<file path="config.mk">
export PLATFORM = sky130hd
export DESIGN_NAME = wm_fifo_load_ctrl
export DESIGN_NICKNAME = d
export VERILOG_FILES = /design/src/rtl/lenet_pkg.sv /design/src/rtl/wm_addr_gen.sv /design/src/rtl/wm_fifo_load_ctrl.sv
export SDC_FILE = /design/constraint.sdc
export NUM_CORES = 1
export LEC_CHECK = 0
export BUFFER_PORTS_ARGS = -buffer_cell sky130_fd_sc_hd__buf_2
export CAP_MARGIN = 20
export CORE_UTILIZATION = 45
export CTS_CLUSTER_SIZE = 12
export DETAILED_ROUTE_END_ITERATION = 7
export PLACE_DENSITY = 0.83
export SLEW_MARGIN = 10
export SYNTH_ARGS = -nofsm -noshare
export SYNTH_HDL_FRONTEND = slang
export SYNTH_HIERARCHICAL = 1
export SYNTH_SLANG_ARGS = --single-unit
</file>
<file path="constraint.sdc">
create_clock -name clk -period 2.1 [get_ports clk]
set_clock_uncertainty 0.15 [all_clocks]
set_input_delay 0.42 -clock clk [delete_from_list [all_inputs] [get_ports clk]]
set_output_delay 0.42 -clock clk [all_outputs]
set_load 0.02 [all_outputs]
</file>
<file path="src/rtl/lenet_pkg.sv">
// Shared LeNet accelerator definitions: kernel geometry, load FSM states
// and the tap-counter width helper.
package lenet_pkg;

  localparam int LENET_KERNAL_SIZE = 5;
  localparam int KERNEL_TAPS       = LENET_KERNAL_SIZE * LENET_KERNAL_SIZE;

  typedef enum logic [1:0] {
    IDLE  = 2'd0,
    FETCH = 2'd1,
    DRAIN = 2'd2,
    READY = 2'd3
  } load_state_e;

  function automatic int tap_cnt_width(input int taps);
    return (taps > 1) ? $clog2(taps) : 1;
  endfunction

endpackage

</file>
<file path="src/rtl/wm_addr_gen.sv">
// Weight-memory address generator: kernel base = index*taps, then one
// address per advance until the tap counter reaches its terminal value.
module wm_addr_gen
  import lenet_pkg::*;
#(
  parameter int ADDR_WIDTH = 8,
  parameter int KIDX_WIDTH = 3,
  parameter int TAPS       = KERNEL_TAPS,
  parameter int CNT_WIDTH  = tap_cnt_width(KERNEL_TAPS)
) (
  input  logic                  clk,
  input  logic                  reset,
  input  logic                  start_i,
  input  logic [KIDX_WIDTH-1:0] kernel_idx_i,
  input  logic                  advance_i,
  output logic [ADDR_WIDTH-1:0] addr_o,
  output logic                  last_o
);

  logic [CNT_WIDTH-1:0]  cnt_q, cnt_d;
  logic [ADDR_WIDTH-1:0] addr_q, addr_d;

  assign last_o = (cnt_q == CNT_WIDTH'(TAPS - 1));
  assign addr_o = addr_q;

  // The counter stops at the terminal tap so the address never runs into the next kernel.
  always_comb begin
    cnt_d  = cnt_q;
    addr_d = addr_q;
    if (start_i) begin
      cnt_d  = '0;
      addr_d = ADDR_WIDTH'(kernel_idx_i) * ADDR_WIDTH'(TAPS);
    end else if (advance_i && !last_o) begin
      cnt_d  = cnt_q + CNT_WIDTH'(1);
      addr_d = addr_q + ADDR_WIDTH'(1);
    end
  end

  always_ff @(posedge clk or posedge reset) begin
    if (reset) begin
      cnt_q  <= '0;
      addr_q <= '0;
    end else begin
      cnt_q  <= cnt_d;
      addr_q <= addr_d;
    end
  end

endmodule

</file>
<file path="src/rtl/wm_fifo_load_ctrl.sv">
// Loads one conv kernel from weight memory into the 25-tap weight shift FIFO.
// Optional WM_CHECKSUM_EN adds a wrapping sum of the shifted weights.
module wm_fifo_load_ctrl
  import lenet_pkg::*;
#(
  parameter int DATA_WIDTH  = 32,
  parameter int KERNAL_SIZE = LENET_KERNAL_SIZE,
  parameter int NUM_KERNELS = 6,
  parameter int ADDR_WIDTH  = 8,
  parameter int KIDX_WIDTH  = 3
) (
  input  logic                  clk,
  input  logic                  reset,
  input  logic                  load_req_i,
  input  logic [KIDX_WIDTH-1:0] kernel_idx_i,
  output logic                  load_busy_o,
  output logic                  load_done_o,
  output logic                  req_err_o,
  output logic                  weights_valid_o,
  output logic [KIDX_WIDTH-1:0] loaded_idx_o,
  output logic                  mem_rd_en_o,
  output logic [ADDR_WIDTH-1:0] mem_addr_o,
  input  logic [DATA_WIDTH-1:0] mem_rd_data_i,
  output logic                  fifo_enable_o,
  output logic [DATA_WIDTH-1:0] fifo_data_in_o
`ifdef WM_CHECKSUM_EN
  ,
  output logic [DATA_WIDTH-1:0] load_checksum_o
`endif
);

  localparam int TAPS = KERNAL_SIZE * KERNAL_SIZE;
  localparam logic [KIDX_WIDTH:0] NUM_K = (KIDX_WIDTH + 1)'(NUM_KERNELS);

  load_state_e           state_q;
  logic                  busy_q, done_q, err_q, valid_q, rd_en_q, fen_q;
  logic [KIDX_WIDTH-1:0] kidx_q, loaded_idx_q;
  logic                  idx_ok, accept, tap_last;

  assign idx_ok = ({1'b0, kernel_idx_i} < NUM_K);
  assign accept = ((state_q == IDLE) || (state_q == READY)) && load_req_i && idx_ok;

  wm_addr_gen #(
    .ADDR_WIDTH(ADDR_WIDTH),
    .KIDX_WIDTH(KIDX_WIDTH),
    .TAPS      (TAPS),
    .CNT_WIDTH (tap_cnt_width(TAPS))
  ) u_addr_gen (
    .clk         (clk),
    .reset       (reset),
    .start_i     (accept),
    .kernel_idx_i(kernel_idx_i),
    .advance_i   (state_q == FETCH),
    .addr_o      (mem_addr_o),
    .last_o      (tap_last)
  );

  // Requests arriving during FETCH/DRAIN fall through the case and are dropped.
  always_ff @(posedge clk or posedge reset) begin
    if (reset) begin
      state_q      <= IDLE;
      busy_q       <= 1'b0;
      done_q       <= 1'b0;
      err_q        <= 1'b0;
      valid_q      <= 1'b0;
      rd_en_q      <= 1'b0;
      fen_q        <= 1'b0;
      kidx_q       <= '0;
      loaded_idx_q <= '0;
    end else begin
      done_q <= 1'b0;
      err_q  <= 1'b0;
      fen_q  <= rd_en_q;
      case (state_q)
        IDLE, READY: begin
          if (accept) begin
            state_q <= FETCH;
            busy_q  <= 1'b1;
            rd_en_q <= 1'b1;
            valid_q <= 1'b0;
            kidx_q  <= kernel_idx_i;
          end else if (load_req_i) begin
            err_q <= 1'b1;
          end
        end
        FETCH: begin
          if (tap_last) begin
            state_q <= DRAIN;
            rd_en_q <= 1'b0;
          end
        end
        DRAIN: begin
          state_q      <= READY;
          busy_q       <= 1'b0;
          done_q       <= 1'b1;
          valid_q      <= 1'b1;
          loaded_idx_q <= kidx_q;
        end
        default: state_q <= IDLE;
      endcase
    end
  end

  assign load_busy_o     = busy_q;
  assign load_done_o     = done_q;
  assign req_err_o       = err_q;
  assign weights_valid_o = valid_q;
  assign loaded_idx_o    = loaded_idx_q;
  assign mem_rd_en_o     = rd_en_q;
  assign fifo_enable_o   = fen_q;
  assign fifo_data_in_o  = mem_rd_data_i;

`ifdef WM_CHECKSUM_EN
  logic [DATA_WIDTH-1:0] checksum_q, checksum_d;

  always_comb begin
    checksum_d = checksum_q;
    if (accept) checksum_d = '0;
    else if (fen_q) checksum_d = checksum_q + mem_rd_data_i;
  end

  always_ff @(posedge clk or posedge reset) begin
    if (reset) checksum_q <= '0;
    else checksum_q <= checksum_d;
  end

  assign load_checksum_o = checksum_q;
`else
  // Checksum build option disabled: no accumulator.
`endif

endmodule

</file>
[Word level (Yosys, flattened, before mapping)]
Cells that the tools add are included.
Cells by class
  divide/modulo/power cells: 0
  reduce and logical (&&, ||, !) cells: 14
  $add $sub $neg: 2
  equality and inequality tests: 6
  bitwise operators: 0
  multipliers: 1
  shifts and indexed selects: 0
  muxes and demuxes: 17
  magnitude comparators: 1
Operators by type and width (count)
  two-way mux 8 bit: 2
  two-way mux 5 bit: 2
  adder 8 x 1 -> 8 bit, second input constant: 1
  multiplier 3 x 5 -> 8 bit, second input constant: 1
  two-way mux 1 bit: 7
  case mux 1 bit (2 select lines): 3
  case mux 2 bit (3 select lines): 1
  AND reduction 2 bit: 3
  nonzero test 2 bit: 3
  adder 5 x 1 -> 5 bit, second input constant: 1
  equality test 5 bit, second input constant: 1
  equality test 2 bit, second input constant: 2
  two-way mux 2 bit: 2
  != test 2 bit, second input constant: 2
  logical AND 1 bit: 3
  < comparator 3 bit, second input constant: 1
  AND reduction 3 bit: 1
  equality test 2 x 1 -> 1 bit, second input constant: 1
  zero test 2 bit: 1
  OR reduction 2 bit: 1
  zero test 1 bit: 1
  logical OR 1 bit: 1
Storage, ports and cells
  output and inout bits: 49
  memories: 0
  logic and storage cells: 52
  input port bits: 38
  bits in latches: 0
  bits in writable memories: 0
  ROM bits: 0
  register bits after elaboration: 27

[Depth between registers and ports, before layout]
Gate-level depths: netlist of the first run.
  depth in word-level cells: 6
  mapped depth: 9

[Cells and area by module]
The synthesis of the first run kept the hierarchy.
Modules (own cells, without submodules)
  wm_fifo_load_ctrl: instances 1, cells each 81, area an instance 850.8 um2
  wm_addr_gen: instances 1, cells each 90, area an instance 827.0 um2

[Worst setup path before layout of the first run]
No wires, ideal clock.
  path kind: register to register
  from: register state_q[0]
  to: register u_addr_gen.addr_q[2], in the netlist u_addr_gen/addr_o[2]
  path slack: 0.199 ns
  stages on the path, launching flop included: 9
  arrival: 1.625 ns
  path buffers: 2
  data required time: 1.824 ns
  setup time: 0.126 ns
  clock period less this slack: 1.901 ns
  path through: dfrtp_1 -> inv_1 -> ha_1 -> buf_2 -> nand2_2 -> inv_2 -> clkbuf_1 -> nor4_1 -> a221o_1
On the way
  longest elaborated chain between the ends: 5
Ends and longest elaborated chain
  start, declared: line wm_fifo_load_ctrl.sv:35  | load_state_e state_q;
  start signal, assigned: line wm_fifo_load_ctrl.sv:61  | state_q <= IDLE;
  start signal, assigned: line wm_fifo_load_ctrl.sv:77  | state_q <= FETCH;
  start signal, assigned: line wm_fifo_load_ctrl.sv:88  | state_q <= DRAIN;
  equality test 2 bit or zero test 2 bit (tied branches): line wm_fifo_load_ctrl.sv:41  | assign accept = ((state_q == IDLE) || (state_q == READY)) && load_req_i && idx_ok;
  logical OR 1 bit (*): line wm_fifo_load_ctrl.sv:41
  logical AND 1 bit (*) (2 in series): line wm_fifo_load_ctrl.sv:41
  net accept: line wm_fifo_load_ctrl.sv:38  | logic idx_ok, accept, tap_last;
  two-way mux 8 bit or nonzero test 2 bit (tied branches)
  end signal, assigned: line wm_addr_gen.sv:45  | addr_q <= addr_d;
  end, declared: line wm_addr_gen.sv:21  | logic [ADDR_WIDTH-1:0] addr_q, addr_d;
Mark *: on every way through the listed nets, which the timed path passes. The rest lies on a longest branch.
A chain may end at the register's enable or synchronous reset.

[Final worst setup path of the first run]
  from: register u_addr_gen.cnt_q[0]
  to: register u_addr_gen.addr_q[5], in the netlist u_addr_gen/addr_o[5]
On the way
  longest elaborated chain between the ends: 4
Ends and longest elaborated chain
  start, declared: line wm_addr_gen.sv:20  | logic [CNT_WIDTH-1:0] cnt_q, cnt_d;
  start signal, assigned: line wm_addr_gen.sv:44  | cnt_q <= cnt_d;
  equality test 5 bit: line wm_addr_gen.sv:23  | assign last_o = (cnt_q == CNT_WIDTH'(TAPS - 1));
  net tap_last: line wm_fifo_load_ctrl.sv:38
  zero test 1 bit: line wm_addr_gen.sv:33  | end else if (advance_i && !last_o) begin
  logical AND 1 bit: line wm_addr_gen.sv:33
  nonzero test 2 bit (no line)
The timed path passes the listed nets, and every way through them passes these cells.

==> flow_summary.toml, run 1 <==
[setup_path]
crit_chain = "inv_1 > ha_1 > nand4b_4 > inv_4 > or4_1 > a31oi_1"
path_buf_inv = 2
reg2reg_depth = 6
cp.required_ns = 2.15
rr_startpoint = "u_addr_gen/cnt_q[0]"
crit_type = "flop to flop"
crit_path_start = "u_addr_gen/cnt_q[0]"
ff2ff_setup_slack_ns = 0.25
arrival_ns = 1.90
cp_max_fo = 17
crit_end = "u_addr_gen/addr_o[5]"
slowest_delay_ns = 0.51
r2r_end = "u_addr_gen/addr_o[5]"
crit_path_end_kind = "flop"
critPathLaunchType = "flop"
crit_path_top_delay_cell = "or4_1"
cp.depth = 6
crit_family = "simple AND/OR/NAND/NOR gates"

[global_route]
grt_pass1_vias = 1124
grt_first_pass_wirelength_um = 5300
grt_max_degree = 18
antenna_found_initial = 0
track_usage_pct = 16.7
grt-ovfl-total = 0

[power_and_ir_drop]
power_frac_comb_pct = 48.1
power_frac_clock_pct = 13.1
netSwitchingFraction_pct = 42.5
peakVddDrop_mv = 0.499
seqPwrFrac_pct = 38.8
p_leak_nw = 0.769
power.density_nw_per_um2 = 1400
power.total_mw = 2.31
p_int_mw = 1.33
p_switching_mw = 0.982

[drt]
via_count = 1145
drc = 0
first_pass_iters = 4
vias_per_cell = 5.45
routedWlPerCell_um = 14.7
routed_wl_um = 3100
antenna_left = 0
drt_first_iter_violations = 71

[cts]
cts_hold_buf = 0
worstSkewPairLatency_ns = 0.27
cts_made_buffers = 3
cts_tree = "done"
clk_pin_slew_ns = 0.10
htree_levels = 1
ctsLongestPathBuffers = 2
cts_setup_buffers = 0
cts_resized = 0
clock_sinks = 27
root_buffer = "clkbuf_8"

[synthesis]
ys_warn_count = 6
ys_seq_area_share_pct = 40.3
syn_inst = 171
ys_types = 45
synth_edf_count = 0
synth-async-reset-ratio_pct = 100
syn_nets = 219
ys_ff_latch = 27
ys.flop_type = "dfrtp_1"
avgSynthCellArea_um2 = 9.81
netlist_area_um2 = 1680

[placed_design]
post-dp-hpwl_um = 2310
place_congestion = 0.851
dpl_cell_area_um2 = 1610
io_buffers = 22
pre_cts_slack_ns = 0.212

[layout]
layout_common_cells = "27 x dfrtp_1, 22 x buf_2, 11 x inv_1"
final_common_cell = "dfrtp_1"
syn_to_final_growth_pct = -1.19
final_area_um2 = 1660
fillers = 326
multi_input_area_um2 = 688
diodes = 0
area.sequential_um2 = 676
finish.net_count = 213
layout-drive-gt1-share_pct = 25.6

[floorplanning]
fp-row-count = 21
dieArea_um2 = 3980
die_y_um = 63.1
ios = 87
start_util_pct = 48.7
dieWidth_um = 63.1
core_area_um2 = 3440

[sta]
slew_violations = 0
max_slew_margin_pct = 64.1
setup_slack_ns = 0.250
tightest_slew_ns = 0.538
rsz0062_at_grt = "false"
fmax_mhz = 541
finalHoldViolCount = 0
period_needed_ns = 1.85
period_share_pct = 88.1
finalSetupTns_ns = 0
setup_viol = 0
hold_slack_ns = 0.0248

[status]
status = "finished clean"

[run]
maxCapViolations = 0

[min_path]
holdCritPathClass = "input port to asynchronous set/reset pin"
## synth_stat cells (2+ instances only)
| cell type | instances | area [um^2] |
|---|---|---|
| buf_4 | 32 | 240 |
| dfrtp_1 | 27 | 676 |
| inv_1 | 11 | 41.3 |
| ha_1 | 10 | 125 |
| nor2_1 | 10 | 37.5 |
| nand2_1 | 9 | 33.8 |
| nand3_1 | 7 | 35.0 |
| a31oi_1 | 6 | 37.5 |
| nand4_1 | 5 | 31.3 |
| o21ai_0 | 5 | 25.0 |
| buf_2 | 3 | 15.0 |
| mux2_2 | 3 | 33.8 |
| nor2b_1 | 3 | 18.8 |
| nor4_1 | 3 | 18.8 |
| o31a_1 | 3 | 26.3 |
| a21oi_1 | 2 | 10.0 |
| o22a_1 | 2 | 17.5 |
| or3_1 | 2 | 12.5 |
| xor2_1 | 2 | 17.5 |
## power by group through the flow
stage / registers (mW) / logic (mW) / clock network, mW
global route: 0.929 / 1.23 / 0.334
CTS: 0.901 / 1.12 / 0.315
global placement: 0.898 / 1.09 / 0
floorplan: 1.03 / 0.738 / 0
finish: 0.897 / 1.11 / 0.303
detailed placement: 0.911 / 1.12 / 0
## worst min-delay path by stage
stage / startpoint / end / slack (ns) / cells past startpoint
6_report: reset / u_addr_gen/addr_o[7] / 0.02 / 2
2_1_floorplan: reset / u_addr_gen/addr_o[0] / 0.15 / 1
4_1_cts: reset / u_addr_gen/addr_o[7] / 0.04 / 2
5_1_grt: reset / u_addr_gen/addr_o[7] / 0.06 / 2
3_5_place_dp: mem_rd_en_o / fifo_enable_o / 0.27 / 0
3_3_place_gp: mem_rd_en_o / fifo_enable_o / 0.27 / 0
## sequential cells by signal (all words and copies together) (netlist names)
register / count
state_q: 2
loaded_idx_o: 3
mem_rd_en_o: 1
u_addr_gen/addr_o: 8
kidx_q: 3
load_busy_o: 1
req_err_o: 1
fifo_enable_o: 1
weights_valid_o: 1
load_done_o: 1
u_addr_gen/cnt_q: 5
## layout make-up
cell class                      instances  area share (%)
Timing Repair Buffer                   25            8.00
Multi-Input combinational cell         94            41.5
Inverter                               14            3.32
Clock inverter                          1           0.453
Sequential cell                        27            40.8
Clock buffer                            3            2.49
Tap cell                               46            3.47
## routing by layer
layer  GRT usage (%)  vias up  wire [um]
met3            4.89        8        190
met1            22.1      540       1380
met2            26.6       44       1480
met5               0        -          0
li1                -      553          -
met4            4.36        0         39
## logic make-up (layout without fill, tap and decap cells)
family	Yosys count	in the layout	synth area share [%]
buf+inv	50	43	18.7
simple gates	45	45	14.7
compound gates	31	31	13.8
flops	27	27	40.3
fa+ha+maj	10	10	7.46
mux	5	5	3.50
xor+xnor	3	3	1.57
## through the flow
stage,utilization [%],instances
after floorplan,-,171
after global placement,46.7,206
after detailed placement,46.7,206
after CTS,48.2,210
after global routing,48.2,210
final,48.2,210
No activity file was read; power rests on OpenSTA's default activity.
==> run 2, diff against run 1 <==
Settings changed: CORE_UTILIZATION 45 to 35, PLACE_DENSITY 0.83 to not set, RECOVER_POWER set to 100.
==> run 2 against run 1 <==
Compared with the run above:
- the flow now finishes with violations (DRC)
- hold slack worse by 0.018 ns
- flip-flop and latch count stayed put
- cell count is 2.9% higher
- combinational power decreased by 5%
- critical path depth increased by 1
- design area down 1.4%
==> flow_summary.toml, run 2 (same netlist as run 1, synthesis figures left out) <==
[setup_path]
crit_type = "flop to flop"
rr_startpoint = "state_q[0]"
crit_path_end_kind = "flop"
ff2ff_setup_slack_ns = 0.22
cp_max_fo = 12
critPathLaunchType = "flop"
cp_common_cell = "o311ai_0"
crit_path_start = "state_q[0]"
crit_end = "u_addr_gen/addr_o[4]"
slowest_delay_ns = 0.39
arrival_ns = 1.87
r2r_end = "u_addr_gen/addr_o[4]"
cp.required_ns = 2.09
crit_path_top_delay_cell = "dfrtp_1"
crit_chain = "inv_1 > ha_1 > nand2_1 > inv_2 > clkinv_1 > o311ai_0 > o311ai_0"
reg2reg_depth = 7

[global_route]
track_usage_pct = 13.1
antenna_found_initial = 0
grt_first_pass_wirelength_um = 5260
grt_max_degree = 18
grt-ovfl-total = 0
grt_pass1_vias = 1065

[drt]
routed_wl_um = 3210
via_count = 1148
drt_first_iter_violations = 41
routedWlPerCell_um = 14.8
antenna_left = 0
vias_per_cell = 5.31
first_pass_iters = 6
drc = 6

[status]
violations = "DRC"
status = "complete, but fails checks"

[sta]
setup_viol = 0
max_slew_margin_pct = 64.5
period_share_pct = 89.5
fmax_mhz = 532
period_needed_ns = 1.88
rsz0062_at_grt = "false"
finalHoldViolCount = 0
tightest_slew_ns = 0.532
finalSetupTns_ns = 0
slew_violations = 0

[power_and_ir_drop]
p_leak_nw = 0.716
power.density_nw_per_um2 = 1380
peakVddDrop_mv = 0.372

[cts]
cts_setup_buffers = 0
htree_levels = 1
clk_pin_slew_ns = 0.10
cts_resized = 0
cts_tree = "done"
cts_made_buffers = 3
cts_hold_buf = 0
root_buffer = "clkbuf_8"
worstSkewPairLatency_ns = 0.28
clock_sinks = 27
ctsLongestPathBuffers = 2

[layout]
final_common_cell = "dfrtp_1"
layout_common_cells = "27 x dfrtp_1, 19 x clkbuf_1, 11 x inv_1"
fillers = 463
post-route-util_pct = 36.5
syn_to_final_growth_pct = -2.61
diodes = 0
finish.net_count = 213
largest_reg_flops = 8
layout-drive-gt1-share_pct = 13.4

[run]
maxCapViolations = 0

[placed_design]
place_congestion = 0.804
io_buffers = 22
post-dp-hpwl_um = 2420

[floorplanning]
core_area_um2 = 4470
die_y_um = 71.2
ios = 87
dieArea_um2 = 5070
start_util_pct = 37.5
dieWidth_um = 71.2
fp-row-count = 24

[min_path]
holdCritPathClass = "input port to asynchronous set/reset pin"
## run 2: metrics by stage
stage	hold WS, ns	area, um^2	power (mW)	instances	setup WS (ns)
finish	0.00720	1630	2.26	216	0.220
global route	0.0633	1630	2.45	216	0.0460
CTS	0.0447	1670	2.35	216	0.252
detailed placement	0.284	1620	2.03	212	0.214
global placement	0.282	1620	2.03	212	0.274
floorplan	0.147	1680	1.77	171	0.199
## run 2: how the worst min path moves through the flow
| stage | slack, ns | endpoint | startpoint |
|---|---|---|---|
| 6_report | 0.007 | u_addr_gen/cnt_q[4] | reset |
| 5_1_grt | 0.06 | state_q[0] | reset |
| 4_1_cts | 0.04 | u_addr_gen/cnt_q[4] | reset |
| 3_5_place_dp | 0.28 | fifo_enable_o | mem_rd_en_o |
| 3_3_place_gp | 0.28 | fifo_enable_o | mem_rd_en_o |
| 2_1_floorplan | 0.15 | u_addr_gen/addr_o[0] | reset |
## run 2: area by class of cell
class	instances	area, um^2	area share, %
flip-flops and latches	27	676	41.3
repair buffers	25	104	6.36
clock inverters	1	7.51	0.459
clock buffers	3	41.3	2.53
multi-input cells	94	686	42.0
inverters	14	55.1	3.37
well taps	52	65.1	3.98
## run 2: routing by layer
metal	vias to the layer above	GRT usage, %	routed length, um
met4	0	2.00	16
li1	553	-	-
met1	559	18.2	1530
met2	32	20.4	1480
met3	4	4.08	180
met5	-	0	0
## run 2: power breakdown
group | internal (mW) | switching (mW) | total, mW | leakage, nW
registers | 0.721 | 0.183 | 0.904 | 0.319
clock network | 0.135 | 0.173 | 0.308 | 0.0217
logic | 0.418 | 0.632 | 1.05 | 0.374
## run 2: worst max-delay path, delay by kind of cell (launching register included)
kind,cells,cell delay (ns)
flip-flops,1,0.39
AO/OA/AOI/OAI,2,0.34
AND/OR/NAND/NOR,1,0.08
buffers and inverters,3,0.49
adder cells (fa/ha/maj),1,0.29
